$ cat src/rtl/axis_packet_arbiter.sv
// axis_packet_arbiter: two-source round-robin AXI-Stream arbiter.
// Packet-atomic grants, watchdog truncation, per-source packet counters.
module axis_packet_arbiter #(
  parameter int AXIS_TDATA_WIDTH = 32,
  parameter int MAX_PKT_LEN      = 256,
  parameter int CNT_WIDTH        = 16
) (
  input  logic                        aclk,
  input  logic                        rst,
  input  logic [AXIS_TDATA_WIDTH-1:0] s0_axis_tdata,
  input  logic                        s0_axis_tvalid,
  output logic                        s0_axis_tready,
  input  logic                        s0_axis_tlast,
  input  logic [AXIS_TDATA_WIDTH-1:0] s1_axis_tdata,
  input  logic                        s1_axis_tvalid,
  output logic                        s1_axis_tready,
  input  logic                        s1_axis_tlast,
  output logic [AXIS_TDATA_WIDTH-1:0] m_axis_tdata,
  output logic                        m_axis_tvalid,
  input  logic                        m_axis_tready,
  output logic                        m_axis_tlast,
  output logic                        m_axis_tid,
  output logic                        busy,
  output logic [CNT_WIDTH-1:0]        pkt_count0,
  output logic [CNT_WIDTH-1:0]        pkt_count1,
  output logic                        trunc_err
);

  localparam int BW = $clog2(MAX_PKT_LEN);

  localparam logic [1:0] IDLE  = 2'd0;
  localparam logic [1:0] PASS0 = 2'd1;
  localparam logic [1:0] PASS1 = 2'd2;

  localparam logic [BW-1:0] LAST_BEAT = BW'(MAX_PKT_LEN - 1);
  localparam logic [BW-1:0] BEAT_ONE  = BW'(1);
  localparam logic [CNT_WIDTH-1:0] CNT_ONE = CNT_WIDTH'(1);

  logic [1:0]           state_q, state_d;
  logic                 last_served_q, last_served_d;
  logic [BW-1:0]        beat_cnt_q, beat_cnt_d;
  logic [CNT_WIDTH-1:0] cnt0_q, cnt0_d;
  logic [CNT_WIDTH-1:0] cnt1_q, cnt1_d;
  logic                 trunc_q, trunc_d;

  logic                        sel;
  logic                        granted;
  logic [AXIS_TDATA_WIDTH-1:0] src_tdata;
  logic                        src_tvalid;
  logic                        src_tlast;
  logic                        wd_hit;
  logic                        beat;
  logic                        pkt_end;

  // Mux the granted source straight through to the sink
  always_comb begin
    sel        = (state_q == PASS1);
    granted    = (state_q == PASS0) | (state_q == PASS1);
    src_tdata  = sel ? s1_axis_tdata  : s0_axis_tdata;
    src_tvalid = sel ? s1_axis_tvalid : s0_axis_tvalid;
    src_tlast  = sel ? s1_axis_tlast  : s0_axis_tlast;
    wd_hit     = (beat_cnt_q == LAST_BEAT);

    m_axis_tdata   = granted ? src_tdata : '0;
    m_axis_tvalid  = granted & src_tvalid;
    m_axis_tlast   = granted & (src_tlast | wd_hit);
    m_axis_tid     = sel;
    s0_axis_tready = (state_q == PASS0) & m_axis_tready;
    s1_axis_tready = (state_q == PASS1) & m_axis_tready;

    beat    = m_axis_tvalid & m_axis_tready;
    pkt_end = beat & m_axis_tlast;
  end

  // Arbitration, beat counting and end-of-packet bookkeeping
  always_comb begin
    state_d       = state_q;
    last_served_d = last_served_q;
    beat_cnt_d    = beat_cnt_q;
    cnt0_d        = cnt0_q;
    cnt1_d        = cnt1_q;
    trunc_d       = 1'b0;
    unique case (state_q)
      IDLE: begin
        if (s0_axis_tvalid & s1_axis_tvalid) begin
          state_d = last_served_q ? PASS0 : PASS1;
        end else if (s0_axis_tvalid) begin
          state_d = PASS0;
        end else if (s1_axis_tvalid) begin
          state_d = PASS1;
        end
      end
      PASS0, PASS1: begin
        if (pkt_end) begin
          state_d       = IDLE;
          beat_cnt_d    = '0;
          last_served_d = sel;
          trunc_d       = ~src_tlast;
          if (sel) begin
            cnt1_d = cnt1_q + CNT_ONE;
          end else begin
            cnt0_d = cnt0_q + CNT_ONE;
          end
        end else if (beat) begin
          beat_cnt_d = beat_cnt_q + BEAT_ONE;
        end
      end
      default: begin
        state_d = IDLE;
      end
    endcase
  end

  // State registers with synchronous reset
  always_ff @(posedge aclk) begin
    if (rst) begin
      state_q       <= IDLE;
      last_served_q <= 1'b1;
      beat_cnt_q    <= '0;
      cnt0_q        <= '0;
      cnt1_q        <= '0;
      trunc_q       <= 1'b0;
    end else begin
      state_q       <= state_d;
      last_served_q <= last_served_d;
      beat_cnt_q    <= beat_cnt_d;
      cnt0_q        <= cnt0_d;
      cnt1_q        <= cnt1_d;
      trunc_q       <= trunc_d;
    end
  end

  assign busy       = granted;
  assign pkt_count0 = cnt0_q;
  assign pkt_count1 = cnt1_q;
  assign trunc_err  = trunc_q;

endmodule

$ cat config.mk
export PLATFORM = sky130hd
export DESIGN_NAME = axis_packet_arbiter
export DESIGN_NICKNAME = d
export VERILOG_FILES = /design/src/rtl/axis_packet_arbiter.sv
export SDC_FILE = /design/constraint.sdc
export NUM_CORES = 1
export LEC_CHECK = 0
export BUFFER_PORTS_ARGS = -buffer_cell sky130_fd_sc_hd__buf_2
export CORE_MARGIN = 2
export CORE_UTILIZATION = 50
export CTS_CLUSTER_DIAMETER = 150
export DETAILED_ROUTE_END_ITERATION = 12
export MAX_ROUTING_LAYER = met4
export PLACE_DENSITY_LB_ADDON = 0.25
export SETUP_SLACK_MARGIN = 0.05
export SLEW_MARGIN = 20
export SYNTH_ARGS = -nofsm -noshare
export SYNTH_HDL_FRONTEND = slang
export SYNTH_SLANG_ARGS = --single-unit
$ cat constraint.sdc
create_clock -name aclk -period 7.36 [get_ports aclk]
set_input_delay 2.208 -clock aclk [delete_from_list [all_inputs] [get_ports aclk]]
set_output_delay 2.208 -clock aclk [all_outputs]
set_load 0.05 [all_outputs]
Yosys cells after proc, flatten, opt, wreduce, memory -nomap -nowiden. Cells that the tools add are included.

Muxes and demuxes: 12. Add/subtract/negate cells: 3. Reductions and logical operators: 9. Bitwise operators: 13. Equality and inequality tests: 5.

Operators by type and width (number): $mux W32 (2); $add A16 B1 Y16 const B (2); $mux W8 (2); $mux W2 (5); $add A8 B1 Y8 const B (1); $eq A8 B8 Y1 const B (1); $and A1 B1 Y1 (7); $reduce_and A2 Y1 (3); $reduce_and A3 Y1 (2); $ne A4 B4 Y1 const B (1); $not A1 Y1 (4); $pmux W2 S2 (1); $reduce_or A3 Y1 (1); $eq A2 B1 Y1 const B (1); $eq A2 B2 Y1 const B (1); $logic_not A2 Y1 (1); $mux W1 (2); $ne A2 B2 Y1 const B (1); $or A1 B1 Y1 (2); $reduce_bool A2 Y1 (1); $reduce_or A2 Y1 (1).

Bits of input ports: 71. Register bits: 44.

Longest topological paths before layout.
Depth in word-level cells: 7. Depth in mapped cells: 9. Depth with buffers taken out: 6.

Least setup slack after synthesis. Ideal clock, no wire load.

Path type: input -> output. From: input s0_axis_tlast. To: output m_axis_tlast. Cell stages on the path: 5. Arrival: 3.282 ns. Required time: 5.152 ns. Path slack: 1.870 ns. Cell sequence: mux2_4 a22oi_4 buf_6 buf_4 inv_1.

Word-level cells in the longest chain between the ends: 3.

RTL lines: start: declaration (line 13) `input logic s0_axis_tlast,`; $mux W1 (line 61) `src_tlast = sel ? s1_axis_tlast : s0_axis_tlast;`; $or A1 B1 Y1 (line 66) `m_axis_tlast = granted & (src_tlast | wd_hit);`; $and A1 B1 Y1 (line 66); end: declaration (line 21) `output logic m_axis_tlast,`.

Every way passes these cells.

Worst setup path in the final report. Ends and elaborated chain as after synthesis.

==> flow_metrics.tcl <==
set metrics [dict create \
    status "finished, final reports clean" \
    cts_setup_buffers 0 \
    crit_family "buffers and inverters" \
    area_growth_pct 26.3 \
    cts_num_sinks 44 \
    reg2reg_slack_ns 4.13 \
    wl_um 7560 \
    coreArea_mm2 0.00585 \
    nets 546 \
    grt.total_usage_pct 22.2 \
    min_from "beat_cnt_q[7]$_SDFFE_PP0P_" \
    final_cells 544 \
    crit_fanout 5 \
    cap_viol_max_count 0 \
    root_buffer "clkbuf_8" \
    synth_seq_cells 44 \
    dr.pass1.iters 4 \
    clk_latency_ns 0.30 \
    drtAntennaViolNets 0 \
    viasPerCell 5.49 \
    clock_skew_ns 0.00747 \
    nFillCells 535 \
    synth.distinct_cells 38 \
    mappedNetlistNets 422 \
    placed_cells 536 \
    dieArea_mm2 0.00659 \
    drive_gt1_share_pct 35.6 \
    synthArstFlopShare_pct 0 \
    port-buffer-count 141 \
    syn_inst 344 \
    io_pins 142 \
    die_w_um 81.2 \
    yosysWarnings 0 \
    htreeDepth 2 \
    grt_pass1_wl_um 11400 \
    tightest_slew_ns 0.972 \
    ys_seq_area_share_pct 29.6 \
    relSlewSlack_pct 35.2 \
    regArea_um2 881 \
    num_antenna_cells 0 \
    p_leak_uw 0.00168 \
    start_util_pct 50.9 \
    max_clock_freq_mhz 187 \
    cts_resized 0 \
    powerDensity_mw_per_mm2 333 \
    finalWeightedCongestion 0.796 \
    grt_overflow 0 \
    reg2reg_to "state_q[1]$_SDFFE_PP0P_" \
    clkTransAtPathRegs_ns 0.08 \
    post-route-period-util_pct 72.6 \
    hpwl_um 5610 \
    crit_path_cell_trace "buf_2, mux2_4, a22oi_4, inv_1, buf_2" \
    vias 2986 \
    multi_input_area_mm2 0.00193 \
    required_ns 5.15 \
    drc 0 \
    whs_path_depth 2 \
    report.final.slew_viol_count 0 \
    worstPathArrival_ns 3.13 \
    postCtsHoldBufs 0 \
    fin_crit_ns 5.34 \
    end_kind "output pin" \
    path_common_cell "buf_2" \
    cts.path.max_buffers 2 \
    cts_made_buffers 5 \
    rows 28 \
    criticalPathCategory "primary input to output pin" \
    cts_tree "yes" \
    crit_path_top_delay_cell "mux2_4" \
    critPathBufInv 3 \
    crit_path_max_incr_delay_ns 0.29 \
    grt_start_max_net_pins 52 \
    setup_viol 0 \
    synthesis.area_mm2 0.00298 \
    synth-edff-count 0 \
    cp-start-kind "primary input" \
    rsz0062_at_grt "no" \
    min_to "beat_cnt_q[7]$_SDFFE_PP0P_" \
    finalHoldViolCount 0 \
    worst_r2r_startpoint "state_q[0]$_SDFFE_PP0P_" \
    die_h_um 81.2 \
    ys.flop_type "dfxtp_1" \
    antenna_found_initial 0 \
    wl_per_cell_um 13.9 \
    min_path_type "flip-flop to flip-flop" \
    dr.first_iter.drc_count 128 \
    rr_worst_depth 8 \
    peakVddDrop_mv 0.281 \
    grt_pass1_vias 2621 \
    setup_tns_ns 0 \
    avgSynthCellArea_um2 8.65 \
    holdWs_ns 0.487 \
]
-- area by class of cell --
cell class                 count  share of cell area, %
clock buffer                   6                   2.20
clock inverter                 2                   1.03
inverter                       4                  0.399
multi-input combinational    270                   51.3
sequential                    44                   23.4
tap                           75                   2.50
timing repair buffer         143                   19.2
-- sequential cells by signal, indices dropped and copies added, names as in the netlist --
signal and count:
pkt_count0 16, trunc_err 1, last_served_q 1, beat_cnt_q 8
state_q 2, pkt_count1 16
-- Yosys cell counts (11+ instances only) --
master | number | area share [%]
or4_1 | 17 | 4.3
nand4_1 | 12 | 2.5
clkbuf_1 | 11 | 1.4
nor2b_1 | 45 | 9.5
nand3_1 | 11 | 1.8
a21oi_1 | 21 | 3.5
dfxtp_1 | 44 | 30
nor2_1 | 18 | 2.3
o31ai_1 | 17 | 4.3
mux2_2 | 11 | 4.2
mux2i_1 | 35 | 12
nand2_1 | 13 | 1.6
-- worst max path at each step --
stage / startpoint / endpoint / slack, ns / depth (start not counted)
4_1_cts: s0_axis_tlast / m_axis_tlast / 2.02 / 5
2_1_floorplan: s0_axis_tlast / m_axis_tlast / 1.87 / 5
3_3_place_gp: s0_axis_tlast / m_axis_tlast / 2.03 / 5
3_5_place_dp: s0_axis_tlast / m_axis_tlast / 2.02 / 5
5_1_grt: s0_axis_tlast / m_axis_tlast / 1.98 / 5
6_report: s0_axis_tlast / m_axis_tlast / 2.02 / 5
-- tightest hold or removal path, cell delays in order, from the launching register on --
cell and delay, ns:
dfxtp_1 0.33, o31ai_1 0.06, a21oi_1 0.05
-- power breakdown --
part / switching [uW] / internal (uW) / leakage (uW)
combinational: 581 / 224 / 0.00127
sequential: 5.55 / 245 / 0.000355
clock: 86.7 / 111 / 0.0000614
total: 673 / 580 / 0.00168
-- metrics by stage --
stage	utilization [%]	power [uW]	setup WS (ns)	instance area [um^2]
after floorplan	-	939	1.87	2980
after global placement	62.2	1050	2.03	3640
after detailed placement	62.2	1060	2.02	3640
after CTS	64.3	1260	2.02	3760
after global routing	64.3	1320	1.98	3760
final	64.3	1250	2.02	3760
-- cell families after synthesis --
group                    count (synthesis)  synth area share [%]
flip-flops                              44                  29.6
buffers and inverters                   30                  5.72
XOR/XNOR                                 6                  1.77
AND/OR/NAND/NOR                        161                  32.6
AO/OA/AOI/OAI                           47                  10.2
adder cells (fa/ha/maj)                  7                  2.94
multiplexers                            49                  17.2
-- placed cells by master (no fill, tap or decap), drive strengths merged, types with 5 or more instances in the layout --
cell | Yosys | routed
buf | 15 | 143
nor2b | 45 | 45
dfxtp | 44 | 44
mux2i | 35 | 35
a21oi | 21 | 21
nor2 | 18 | 18
o31ai | 17 | 17
or4 | 17 | 17
mux2 | 14 | 14
nand2 | 13 | 13
nand4 | 12 | 12
nand3 | 11 | 11
and4 | 7 | 7
nand2b | 7 | 7
and2 | 7 | 7
ha | 7 | 7
nor3 | 6 | 6
xor2 | 6 | 6
clkbuf | 11 | 6
and3 | 5 | 5
-- routing by layer --
layer	share of wire, %	routed length (um)	GRT usage (%)
met5	0	0	-
met4	1.0	79	7.97
met3	6.6	500	3.67
met2	51	3870	40.2
met1	41	3110	24.5
(Power assumes the default switching activity.)
